$ cat src/rtl/spi_xfer_sequencer.sv
// SPI slave transaction sequencer.
// Frame: ADDR_W address bits MSB-first, one R/W bit (1 = read), then DATA_W data bits.
// Drives the shift register, address latch, data memory write and the MISO enable.
//
// state        | meaning
// -------------+---------------------------------------------------------------
// IDLE         | CS high, waiting for a frame
// GET_ADDR     | shifting the address + R/W header on SCLK rising edges
// LATCH_ADDR   | one clk: latch the address, branch on the R/W bit
// READ_LOAD    | one clk: parallel-load read data, MSB appears on serialOut
// READ_SHIFT   | shifting read data out on SCLK falling edges
// WRITE_SHIFT  | shifting write data in on SCLK rising edges
// WRITE_COMMIT | one clk: write the shifted data to memory (not abortable)
// DONE         | frame finished, waiting for CS to go high
module spi_xfer_sequencer #(
    parameter int ADDR_W = 7,
    parameter int DATA_W = 8,
    parameter int CNT_W  = 4
) (
    input  logic       clk,
    input  logic       rst_n,
    input  logic       cs_n,
    input  logic       sclk_posedge,
    input  logic       sclk_negedge,
    input  logic       rw_bit,
    output logic [1:0] sr_mode,
    output logic       sr_shift_en,
    output logic       addr_we,
    output logic       dm_we,
    output logic       miso_oe,
    output logic       busy,
    output logic       xfer_done,
    output logic       err_abort
);

    typedef enum logic [2:0] {
        ST_IDLE,
        ST_GET_ADDR,
        ST_LATCH_ADDR,
        ST_READ_LOAD,
        ST_READ_SHIFT,
        ST_WRITE_SHIFT,
        ST_WRITE_COMMIT,
        ST_DONE
    } state_t;

    localparam logic [1:0] MODE_HOLD  = 2'b00;
    localparam logic [1:0] MODE_LEFT  = 2'b10;
    localparam logic [1:0] MODE_LOAD  = 2'b11;

    // Terminal counts are compared against the value before the increment.
    localparam logic [CNT_W-1:0] HDR_LAST  = CNT_W'(ADDR_W);
    localparam logic [CNT_W-1:0] DATA_LAST = CNT_W'(DATA_W - 1);
    localparam logic [CNT_W-1:0] CNT_MAX   = '1;
    localparam logic [CNT_W-1:0] CNT_ONE   = CNT_W'(1);

    state_t           state, state_nxt;
    logic [CNT_W-1:0] cnt, cnt_nxt, cnt_inc;
    logic             done_set, abort_set, abort_cond;

    assign cnt_inc = (cnt == CNT_MAX) ? cnt : cnt + CNT_ONE;

    // CS loss is an abort in every state that has not yet committed data.
    assign abort_cond = cs_n && (state == ST_GET_ADDR   || state == ST_LATCH_ADDR ||
                                 state == ST_READ_LOAD  || state == ST_READ_SHIFT ||
                                 state == ST_WRITE_SHIFT);

    // Next-state, counter and output decode; abort overrides the per-state result.
    always_comb begin
        state_nxt   = state;
        cnt_nxt     = cnt;
        sr_mode     = MODE_HOLD;
        sr_shift_en = 1'b0;
        addr_we     = 1'b0;
        dm_we       = 1'b0;
        miso_oe     = 1'b0;
        busy        = (state != ST_IDLE);
        done_set    = 1'b0;
        abort_set   = 1'b0;

        case (state)
            ST_IDLE: begin
                if (!cs_n) begin
                    state_nxt = ST_GET_ADDR;
                    cnt_nxt   = '0;
                end
            end
            ST_GET_ADDR: begin
                sr_mode = MODE_LEFT;
                if (sclk_posedge) begin
                    sr_shift_en = 1'b1;
                    cnt_nxt     = cnt_inc;
                    if (cnt == HDR_LAST) state_nxt = ST_LATCH_ADDR;
                end
            end
            ST_LATCH_ADDR: begin
                addr_we   = 1'b1;
                cnt_nxt   = '0;
                state_nxt = rw_bit ? ST_READ_LOAD : ST_WRITE_SHIFT;
            end
            ST_READ_LOAD: begin
                sr_mode     = MODE_LOAD;
                sr_shift_en = 1'b1;
                miso_oe     = 1'b1;
                state_nxt   = ST_READ_SHIFT;
            end
            ST_READ_SHIFT: begin
                sr_mode = MODE_LEFT;
                miso_oe = 1'b1;
                if (sclk_negedge) begin
                    sr_shift_en = 1'b1;
                    cnt_nxt     = cnt_inc;
                    if (cnt == DATA_LAST) begin
                        state_nxt = ST_DONE;
                        cnt_nxt   = '0;
                        done_set  = 1'b1;
                    end
                end
            end
            ST_WRITE_SHIFT: begin
                sr_mode = MODE_LEFT;
                if (sclk_posedge) begin
                    sr_shift_en = 1'b1;
                    cnt_nxt     = cnt_inc;
                    if (cnt == DATA_LAST) begin
                        state_nxt = ST_WRITE_COMMIT;
                        cnt_nxt   = '0;
                    end
                end
            end
            ST_WRITE_COMMIT: begin
                dm_we     = 1'b1;
                done_set  = 1'b1;
                state_nxt = cs_n ? ST_IDLE : ST_DONE;
            end
            ST_DONE: begin
                if (cs_n) state_nxt = ST_IDLE;
            end
            default: begin
                state_nxt = ST_IDLE;
                cnt_nxt   = '0;
            end
        endcase

        if (abort_cond) begin
            state_nxt   = ST_IDLE;
            cnt_nxt     = '0;
            sr_shift_en = 1'b0;
            addr_we     = 1'b0;
            dm_we       = 1'b0;
            done_set    = 1'b0;
            abort_set   = 1'b1;
        end
    end

    // State, bit counter and the registered completion/abort pulses.
    always_ff @(posedge clk or negedge rst_n) begin
        if (!rst_n) begin
            state     <= ST_IDLE;
            cnt       <= '0;
            xfer_done <= 1'b0;
            err_abort <= 1'b0;
        end else begin
            state     <= state_nxt;
            cnt       <= cnt_nxt;
            xfer_done <= done_set;
            err_abort <= abort_set;
        end
    end

endmodule
$ cat config.mk
export PLATFORM = sky130hd
export DESIGN_NAME = spi_xfer_sequencer
export DESIGN_NICKNAME = d
export VERILOG_FILES = /design/src/rtl/spi_xfer_sequencer.sv
export SDC_FILE = /design/constraint.sdc
export NUM_CORES = 1
export LEC_CHECK = 0
export BUFFER_PORTS_ARGS = -buffer_cell sky130_fd_sc_hd__buf_4
export CELL_PAD_IN_SITES_DETAIL_PLACEMENT = 1
export CELL_PAD_IN_SITES_GLOBAL_PLACEMENT = 2
export CORE_ASPECT_RATIO = 1.4
export CORE_UTILIZATION = 27
export CTS_CLUSTER_DIAMETER = 80
export CTS_CLUSTER_SIZE = 8
export DETAILED_ROUTE_END_ITERATION = 7
export GPL_TIMING_DRIVEN = 0
export HOLD_SLACK_MARGIN = 0.12
export PLACE_DENSITY_LB_ADDON = 0.25
export SLEW_MARGIN = 20
export SYNTH_ARGS = -nofsm -noshare
export SYNTH_HDL_FRONTEND = slang
export SYNTH_SLANG_ARGS = --single-unit
$ cat constraint.sdc
create_clock -name clk -period 1.4 [get_ports clk]
set_input_delay 0.14 -clock clk [delete_from_list [all_inputs] [get_ports clk]]
set_output_delay 0.14 -clock clk [all_outputs]
set_load 0.05 [all_outputs]
**Word-level counts from Yosys, hierarchy flattened**

Cells that the tools add are included.

- Register bits: 9
- Latch bits: 0
- Memory bits (writable): 0
- Bits in read-only memories: 0
- Input bits: 6
- Output and inout bits: 9
- Word-level logic and storage cells: 70
- Memories: 0

- Add/sub/neg operators: 1
- Multipliers: 0
- Divide/modulo/power cells: 0
- Order comparisons: 0
- Eq/ne operators: 17
- Shift-type cells: 0
- Mux-type cells: 35
- Bitwise logic cells: 0
- Reduce and logical (&&, ||, !) cells: 13

Operators by type and width:

| kind | count |
|---|---|
| 3-bit 2-to-1 mux | 11 |
| 4-bit 2-to-1 mux | 7 |
| 3-bit case mux with 8 select lines | 1 |
| 4-bit case mux with 5 select lines | 1 |
| 3-bit != test, second input constant | 5 |
| 3-bit == test, second input constant | 4 |
| 1-bit 2-to-1 mux | 12 |
| 3-bit by 2-bit != test with 1-bit output, second input constant | 3 |
| 8-bit AND reduction | 1 |
| 3-bit by 2-bit == test with 1-bit output, second input constant | 2 |
| 6-bit nonzero test | 1 |
| 5-bit AND reduction | 1 |
| 4-bit by 1-bit adder with 4-bit output, second input constant | 1 |
| 4-bit by 3-bit == test with 1-bit output, second input constant | 1 |
| 4-bit == test, second input constant | 1 |
| 1-bit logical OR | 4 |
| 2-bit case mux with 2 select lines | 1 |
| 2-bit OR reduction | 2 |
| 3-bit by 1-bit == test with 1-bit output, second input constant | 1 |
| 3-bit logical NOT | 1 |
| 1-bit case mux with 3 select lines | 1 |
| 3-bit nonzero test | 1 |
| 3-bit OR reduction | 1 |
| 1-bit case mux with 2 select lines | 1 |
| 1-bit logical AND | 1 |

**Longest topological paths before layout**

Gate-level depths: netlist of the first run.

- Depth after elaboration: 8
- Gate-level depth with buffers: 6
- Gate-level depth less buffers: 5

**Worst setup path before layout of the first run**

OpenSTA, ideal clock, no wires.

- Kind: register -> output
- Start point: register state[2]
- End point: output port miso_oe
- Arrival time: 1.800 ns
- Required time: 1.260 ns
- Slack: -0.540 ns
- Cell stages (with the launch flop): 4
- Buffers on the path: 1
- Cell sequence: dfrtp_1 buf_2 nand2_1 o21ai_0

- Longest elaborated chain between the ends: 3
- Elaborated cells on any way between the ends: 4
- Classes of those cells: eq/ne (2); mux (1); reduce/logical (1)

Ends and longest elaborated chain:

| item | line | source |
|---|---|---|
| start: declaration | 57 | `state_t state, state_nxt;` |
| start signal: assignment | 164 | `state <= state_nxt;` |
| 3-bit by 2-bit == test with 1-bit output / 3-bit == test (equally long branches) | 81 | `case (state)` |
| 2-bit OR reduction (no source line) (*) | -- |  |
| 1-bit 2-to-1 mux (*) | 81 |  |
| end: declaration | 30 | `output logic miso_oe,` |

Every way passes the cells marked *; elsewhere a longest branch is shown, timed or not.

**Worst setup path after layout of the first run**

- Start point: register state[0]
- End point: output port sr_shift_en

- Longest elaborated chain between the ends: 7
- Elaborated cells on any way between the ends: 13
- Classes of those cells: eq/ne (5); mux (2); reduce/logical (6)

Ends and longest elaborated chain:

| item | line | source |
|---|---|---|
| 3-bit by 1-bit == test with 1-bit output / 3-bit by 2-bit == test with 1-bit output (equally long branches) | 64, 81 |  |
| 1-bit logical OR (2 in a row) | 64 | `assign abort_cond = cs_n && (state == ST_GET_ADDR \|\| state == ST_LATCH_ADDR \|\|` |
| 1-bit logical OR (2 in a row) | 65 | `state == ST_READ_LOAD \|\| state == ST_READ_SHIFT \|\|` |
| 1-bit logical AND | 64 |  |
| 1-bit 2-to-1 mux (*) | 145 | `if (abort_cond) begin` |
| end: declaration | 27 | `output logic sr_shift_en,` |

Marks and branches as above.

==> results of run 1 <==
## metrics by stage
step | worst slack (ns) | std cells | instance area [um^2]
3_3_place_gp | -0.148 | 107 | 802
4_1_cts | -0.167 | 129 | 1060
2_1_floorplan | -0.171 | 72 | 677
5_1_grt | -0.257 | 132 | 1120
3_5_place_dp | -0.164 | 107 | 802
6_report | -0.186 | 132 | 1120
## tightest hold or removal path, delay by kind of cell
kind            cells  cell delay, ns
buf+inv             1            0.13
simple gates        1            0.08
compound gates      1            0.07
## layer usage
layer / track usage / vias to the layer above / wire length (um) / part of all wire
met5: 0 / - / 0 / 0
met4: 0.0938 / 0 / 18 / 0.0086
met3: 0.0121 / 2 / 52 / 0.025
met2: 0.352 / 14 / 1270 / 0.61
met1: 0.188 / 344 / 758 / 0.36
li1: - / 334 / - / -
## layout make-up
type	instances	area [um^2]
fillers	257	1110
multi-input cells	53	467
repair buffers	35	308
flip-flops and latches	9	225
plain buffers	4	45.0
well taps	22	27.5
clock buffers	4	26.3
inverters	5	18.8
## what timing repair did
| action | in CTS | in global routing |
|---|---|---|
| cloned | 1 | 0 |
| resized for setup | 26 | 9 |
| hold buffers | 2 | 1 |
| setup endpoints to repair | 12 | 12 |
| hold endpoints to repair | 10 | 1 |
| pin swaps | 7 | 7 |
| buffers inserted | 16 | 3 |
## how the worst max path moves through the flow
| stage | to | depth (start not counted) | slack, ns |
|---|---|---|---|
| final | sr_shift_en | 6 | -0.19 |
| after global routing | sr_shift_en | 6 | -0.26 |
| after CTS | sr_shift_en | 6 | -0.17 |
| after detailed placement | cnt[2] | 5 | -0.16 |
| after global placement | sr_shift_en | 5 | -0.15 |
| after floorplan | miso_oe | 3 | -0.17 |
## synthesized netlist by cell type, types with 2 or more instances
cell type,count
dfrtp_1,9
nand2_1,9
inv_1,5
nor2_1,5
a21oi_1,4
and3_1,4
a31oi_1,3
nor2b_1,3
o21ai_0,3
a211oi_1,2
buf_2,2
buf_6,2
## power breakdown
group / internal, mW / leakage [nW] / total [mW] / switching (mW)
Clock: 0.110 / 0.0150 / 0.211 / 0.101
Sequential: 0.268 / 0.121 / 0.273 / 0.00533
Combinational: 0.0747 / 0.380 / 0.157 / 0.0819
## state kept, by name, summed over array words and instances (netlist names)
name       cells
cnt            4
state          3
err_abort      1
xfer_done      1
## logic make-up (layout without fill, tap and decap cells)
family / count (synthesis) / in the layout / synth area share
and+or+nand+nor: 31 / 31 / 0.321
muxes: 2 / 2 / 0.0324
adders and majority gates: 1 / 1 / 0.0191
buffers and inverters: 10 / 48 / 0.0840
DFF: 9 / 9 / 0.344
AOI/OAI and AO/OA: 19 / 19 / 0.200
==> run metrics, run 1 <==
clk slew on worst S/H paths=0.07 ns; initial antenna violation count=0; CP dominant cell by count=buf_6; Synth top area share=0.344; critical path's slowest cell=dfrtp_1; fin nets=118; top post-synthesis cells by area=dfrtp_1 (34%), nand2_1 (5.2%), and3_1 (3.8%); normalized max-slew margin=0.823; Finish-stage setup viols=10; Post-synth EDFFs=0; largest net degree at the start of global routing=11; Crit. Startpoint=state[0]; period utilization=1.13; Synth-to-Final Area Change=70.4%; WS Path Type=reg -> out; post-synthesis register bit count=9; CP arrival=1.45 ns; DRT iter0 DRCs=6; vias in the first global route=748; Synth cell types=33; WP data required=1.26 ns; fmax=630 MHz; hpwl dp=1260 um; Worst Hold End=xfer_done; Port Buffers=13; worst setup margin=-0.186 ns; # IOs=15; worst skew pair latency=around 0.26 ns; first-pass GRT wire length=approximately 3400 um; final WL=between 2000 and 2500 um; slew at the pin with the worst max-slew slack=roughly 0.26 ns; Hold Fails Final Rpt=0; Pre-antenna DRT Iters=4; core box area=2230 um^2; DR DRC count=0; failing checks=setup timing; Initial Util=0.294; CTS root buf=clkbuf_4; outcome=finished with violations; share of layout cells above drive strength 1=0.600; Leak Pwr=0.516 nW; setup TNS=-0.761 ns; Syn. warnings=0; Max Root-Sink Buffers=2; max-slew violations=0; Register-to-Register Path Depth=5; average size of a mapped cell=9.11 um^2; die width=43.6 um; row cnt=20; MaxCap Viol Count=0; Critical R2R Launch=state[0]; Worst Setup End Kind=output port; CTS tree=yes; DR vias=694; GRT Residual Overflow=0; RSZ-0062 raised after global routing=yes; CP peak stage delay=0.42 ns; crit path cell chain=buf_6, nand3b_1, nand2_1, nand2_2, a21oi_4, buf_6; Synth area leader=dfrtp_1; TritonCTS Sinks=9; Global Route Usage Sum=0.181; die span in y=60.3 um; hold depth=3; fin crit period=1.59 ns; Post-DRT Antenna Nets=0; CP top delay family=flip-flops; VDD IR max=235 uV; leading cell types in the layout, fill and taps excluded=buf_4 (23), buf_6 (12), dfrtp_1 (9), inv_1 (5), nand2_1 (5); Worst Hold Class=in -> reg; hold_ws=0.197 ns; Critical Path Fanout Max=5; power per cell area=574 nW/um^2; most common cell after layout, fill and taps aside=buf_4; full die area=2630 um^2; Syn Std Cell Area=656 um^2; worst reg-to-reg setup slack=-0.12 ns; worst path buffer plus inverter count=2; ys flop type=dfrtp_1; min-delay src=sclk_negedge; startpoint types=register; ys async rst share=1.00; post-synthesis cell count=just over 70; vias per inst=5.26; Antenna diodes=0; GPL Wtd Cong=0.763; H-tree Lvls=1; TritonCTS Buffers=3; WL/cell=15.9 um; Clock Skews=0.00291 ns; syn_nets=79; Final Power=around 640 uW; sequential area share after synthesis=0.344; final design utilization=0.502; r2r endpoint=cnt[0]
No activity file was read; power rests on OpenSTA's default activity.
==> run 2: changes to the inputs <==
--- a/config.mk
+++ b/config.mk
@@ -9,13 +9,14 @@
 export CELL_PAD_IN_SITES_DETAIL_PLACEMENT = 1
 export CELL_PAD_IN_SITES_GLOBAL_PLACEMENT = 2
 export CORE_ASPECT_RATIO = 1.4
-export CORE_UTILIZATION = 27
+export CORE_UTILIZATION = 30
 export CTS_CLUSTER_DIAMETER = 80
 export CTS_CLUSTER_SIZE = 8
 export DETAILED_ROUTE_END_ITERATION = 7
 export GPL_TIMING_DRIVEN = 0
 export HOLD_SLACK_MARGIN = 0.12
 export PLACE_DENSITY_LB_ADDON = 0.25
+export SETUP_SLACK_MARGIN = 0.3
 export SLEW_MARGIN = 20
 export SYNTH_ARGS = -nofsm -noshare
 export SYNTH_HDL_FRONTEND = slang
==> constraint.sdc (replaced) <==
create_clock -name clk -period 1.7 [get_ports clk]
set_input_delay 0.17 -clock clk [delete_from_list [all_inputs] [get_ports clk]]
set_output_delay 0.17 -clock clk [all_outputs]
set_load 0.05 [all_outputs]
==> run metrics, run 2 (synthesis results as in run 1) <==
Crit. Startpoint=state[0] (unchanged); max-slew violations=0 (unchanged); crit path cell chain=buf_6, nand3b_1, nand2_1, nand2_2, a21oi_4, buf_6 (unchanged); final design utilization=0.586 (was 0.502); Initial Util=0.324 (was 0.294); Critical Path Fanout Max=5 (unchanged); Most flops, register=cnt (unchanged); Synth-to-Final Area Change=80.5% (was 70.4%); Final Power=532 uW (was 641 uW); WP data required=1.53 ns (was 1.26 ns); normalized max-slew margin=0.811 (was 0.823); FILL cells=224 (was 257); Global Route Usage Sum=0.197 (was 0.181); Worst Setup End Kind=output port (unchanged); worst skew pair latency=0.26 ns (about the same); critical path's slowest cell=dfrtp_1 (unchanged); Hold Fails Final Rpt=0 (unchanged); metal2 WL=1330 um (was 1270 um); vias per inst=5.30 (was 5.26); RSZ-0062 raised after global routing=yes (unchanged); H-tree Lvls=1 (unchanged); VDD IR max=245 uV (was 235 uV); TritonCTS Sinks=9 (unchanged); met3 WL=72 um (was 52 um); M1 WL=896 um (was 758 um); Storage cell area=226 um^2 (was 225 um^2); Port Buffers=13 (unchanged); leading cell types in the layout, fill and taps excluded=buf_4 (28), buf_6 (10), dfrtp_1 (8), nand2_1 (5) (was buf_4 (23), buf_6 (12), dfrtp_1 (9), inv_1 (5), nand2_1 (5)); top flop regs=cnt (4), state (3) (unchanged); initial antenna violation count=0 (unchanged); # IOs=15 (unchanged); CTS root buf=clkbuf_4 (unchanged); Antenna diodes=0 (unchanged); clk slew on worst S/H paths=0.07 ns (about the same); full die area=2380 um^2 (was 2630 um^2); DR DRC count=0 (unchanged); GRT Residual Overflow=0 (unchanged); most common cell after layout, fill and taps aside=buf_4 (unchanged); die width=41.5 um (was 43.6 um); WS Path Type=reg -> out (unchanged); vias in the first global route=760 (was 748); placed instance count=106 (was 107); DRT iter0 DRCs=5 (was 6); period utilization=0.924; CP dominant cell by count=buf_6 (unchanged); Post-DP Area=808 um^2 (was 802 um^2); MaxCap Viol Count=0 (unchanged); largest net degree at the start of global routing=11 (unchanged); fin crit period=1.57 ns; setup TNS=0 ns (was -0.761 ns); Highest Signal Layer=met4 (unchanged); startpoint types=register (unchanged); outcome=completed (was finished with violations); hpwl dp=1280 um (was 1260 um); GPL Wtd Cong=0.761 (was 0.763); WL/cell=17.4 um (was 15.9 um); Finish-stage setup viols=0 (was 10); number of flip-flops in the largest register=4 (unchanged); row cnt=19 (was 20); multi-input logic area=483 um^2 (was 467 um^2); core box area=2020 um^2 (was 2230 um^2); Leak Pwr=0.561 nW (was 0.516 nW); fmax=637 MHz; die span in y=57.3 um (was 60.3 um); CP arrival=1.40 ns (was 1.45 ns); CTS tree=yes (unchanged); Pre-antenna DRT Iters=4 (unchanged); Post-DRT Antenna Nets=0 (unchanged); Max Root-Sink Buffers=2 (unchanged); Clock Skews=0.00612 ns (was 0.00291 ns); final WL=2360 um (was 2100 um); min-delay src=cs_n (was sclk_negedge); fin area=1180 um^2 (was 1120 um^2); CP peak stage delay=0.41 ns (was 0.42 ns); slew at the pin with the worst max-slew slack=0.282 ns (was 0.265 ns); Worst Hold Class=in -> reg (unchanged); worst setup margin=0.129 ns (was -0.186 ns); first-pass GRT wire length=3630 um (was 3430 um); fin cells=136 (was 132); share of layout cells above drive strength 1=0.626 (was 0.600); DR vias=721 (was 694); Critical R2R Launch=state[1] (was state[0]); power per cell area=450 nW/um^2 (was 574 nW/um^2); pre-CTS WS=0.0788 ns (was -0.164 ns); hold_ws=0.145 ns (was 0.197 ns); TritonCTS Buffers=3 (unchanged); fin nets=123 (was 118)
==> run 2: where the power goes <==
group	leakage, nW	switching, mW	internal [mW]	total, mW
registers	0.120	0.00406	0.221	0.225
clock network	0.0150	0.0816	0.0907	0.172
logic	0.426	0.0725	0.0630	0.135
==> run 2: layer usage <==
| layer | up-vias | GRT usage |
|---|---|---|
| li1 | 342 | - |
| met1 | 351 | 0.223 |
| met2 | 22 | 0.373 |
| met3 | 6 | 0.0127 |
| met4 | 0 | 0.0829 |
| met5 | - | 0 |
==> run 2: worst max-delay path, delay by kind of cell, from the launching register on <==
family | cells | cell delay (ns)
compound gates | 1 | 0.12
buf+inv | 2 | 0.31
simple gates | 3 | 0.30
flops | 1 | 0.41
==> run 2: worst paths after layout <==
path                               endpoint  slack (ns)  cells after the start
max in group asynchronous          state[2]        1.29                      2
min in group asynchronous          state[0]        0.25                      2
worst min-delay path               state[1]        0.15                      2
worst max-delay path            sr_shift_en        0.13                      6
worst min register to register       cnt[0]        0.63                      2
worst max register to register       cnt[2]        0.15                      5
==> run 2: timing repair <==
action,in CTS,in global routing
cloned,1,0
buffers inserted,15,9
pin swaps,9,7
endpoints found under the hold margin,9,0
setup endpoints to repair,12,13
hold buffers,1,0
resized for setup,25,13
==> run 2: area by class of cell <==
cell class,count,area share
Timing Repair Buffer,39,0.282
Sequential cell,9,0.191
Buffer,5,0.0529
Inverter,5,0.0211
Multi-Input combinational cell,53,0.408
Tap cell,21,0.0222
Clock buffer,4,0.0222
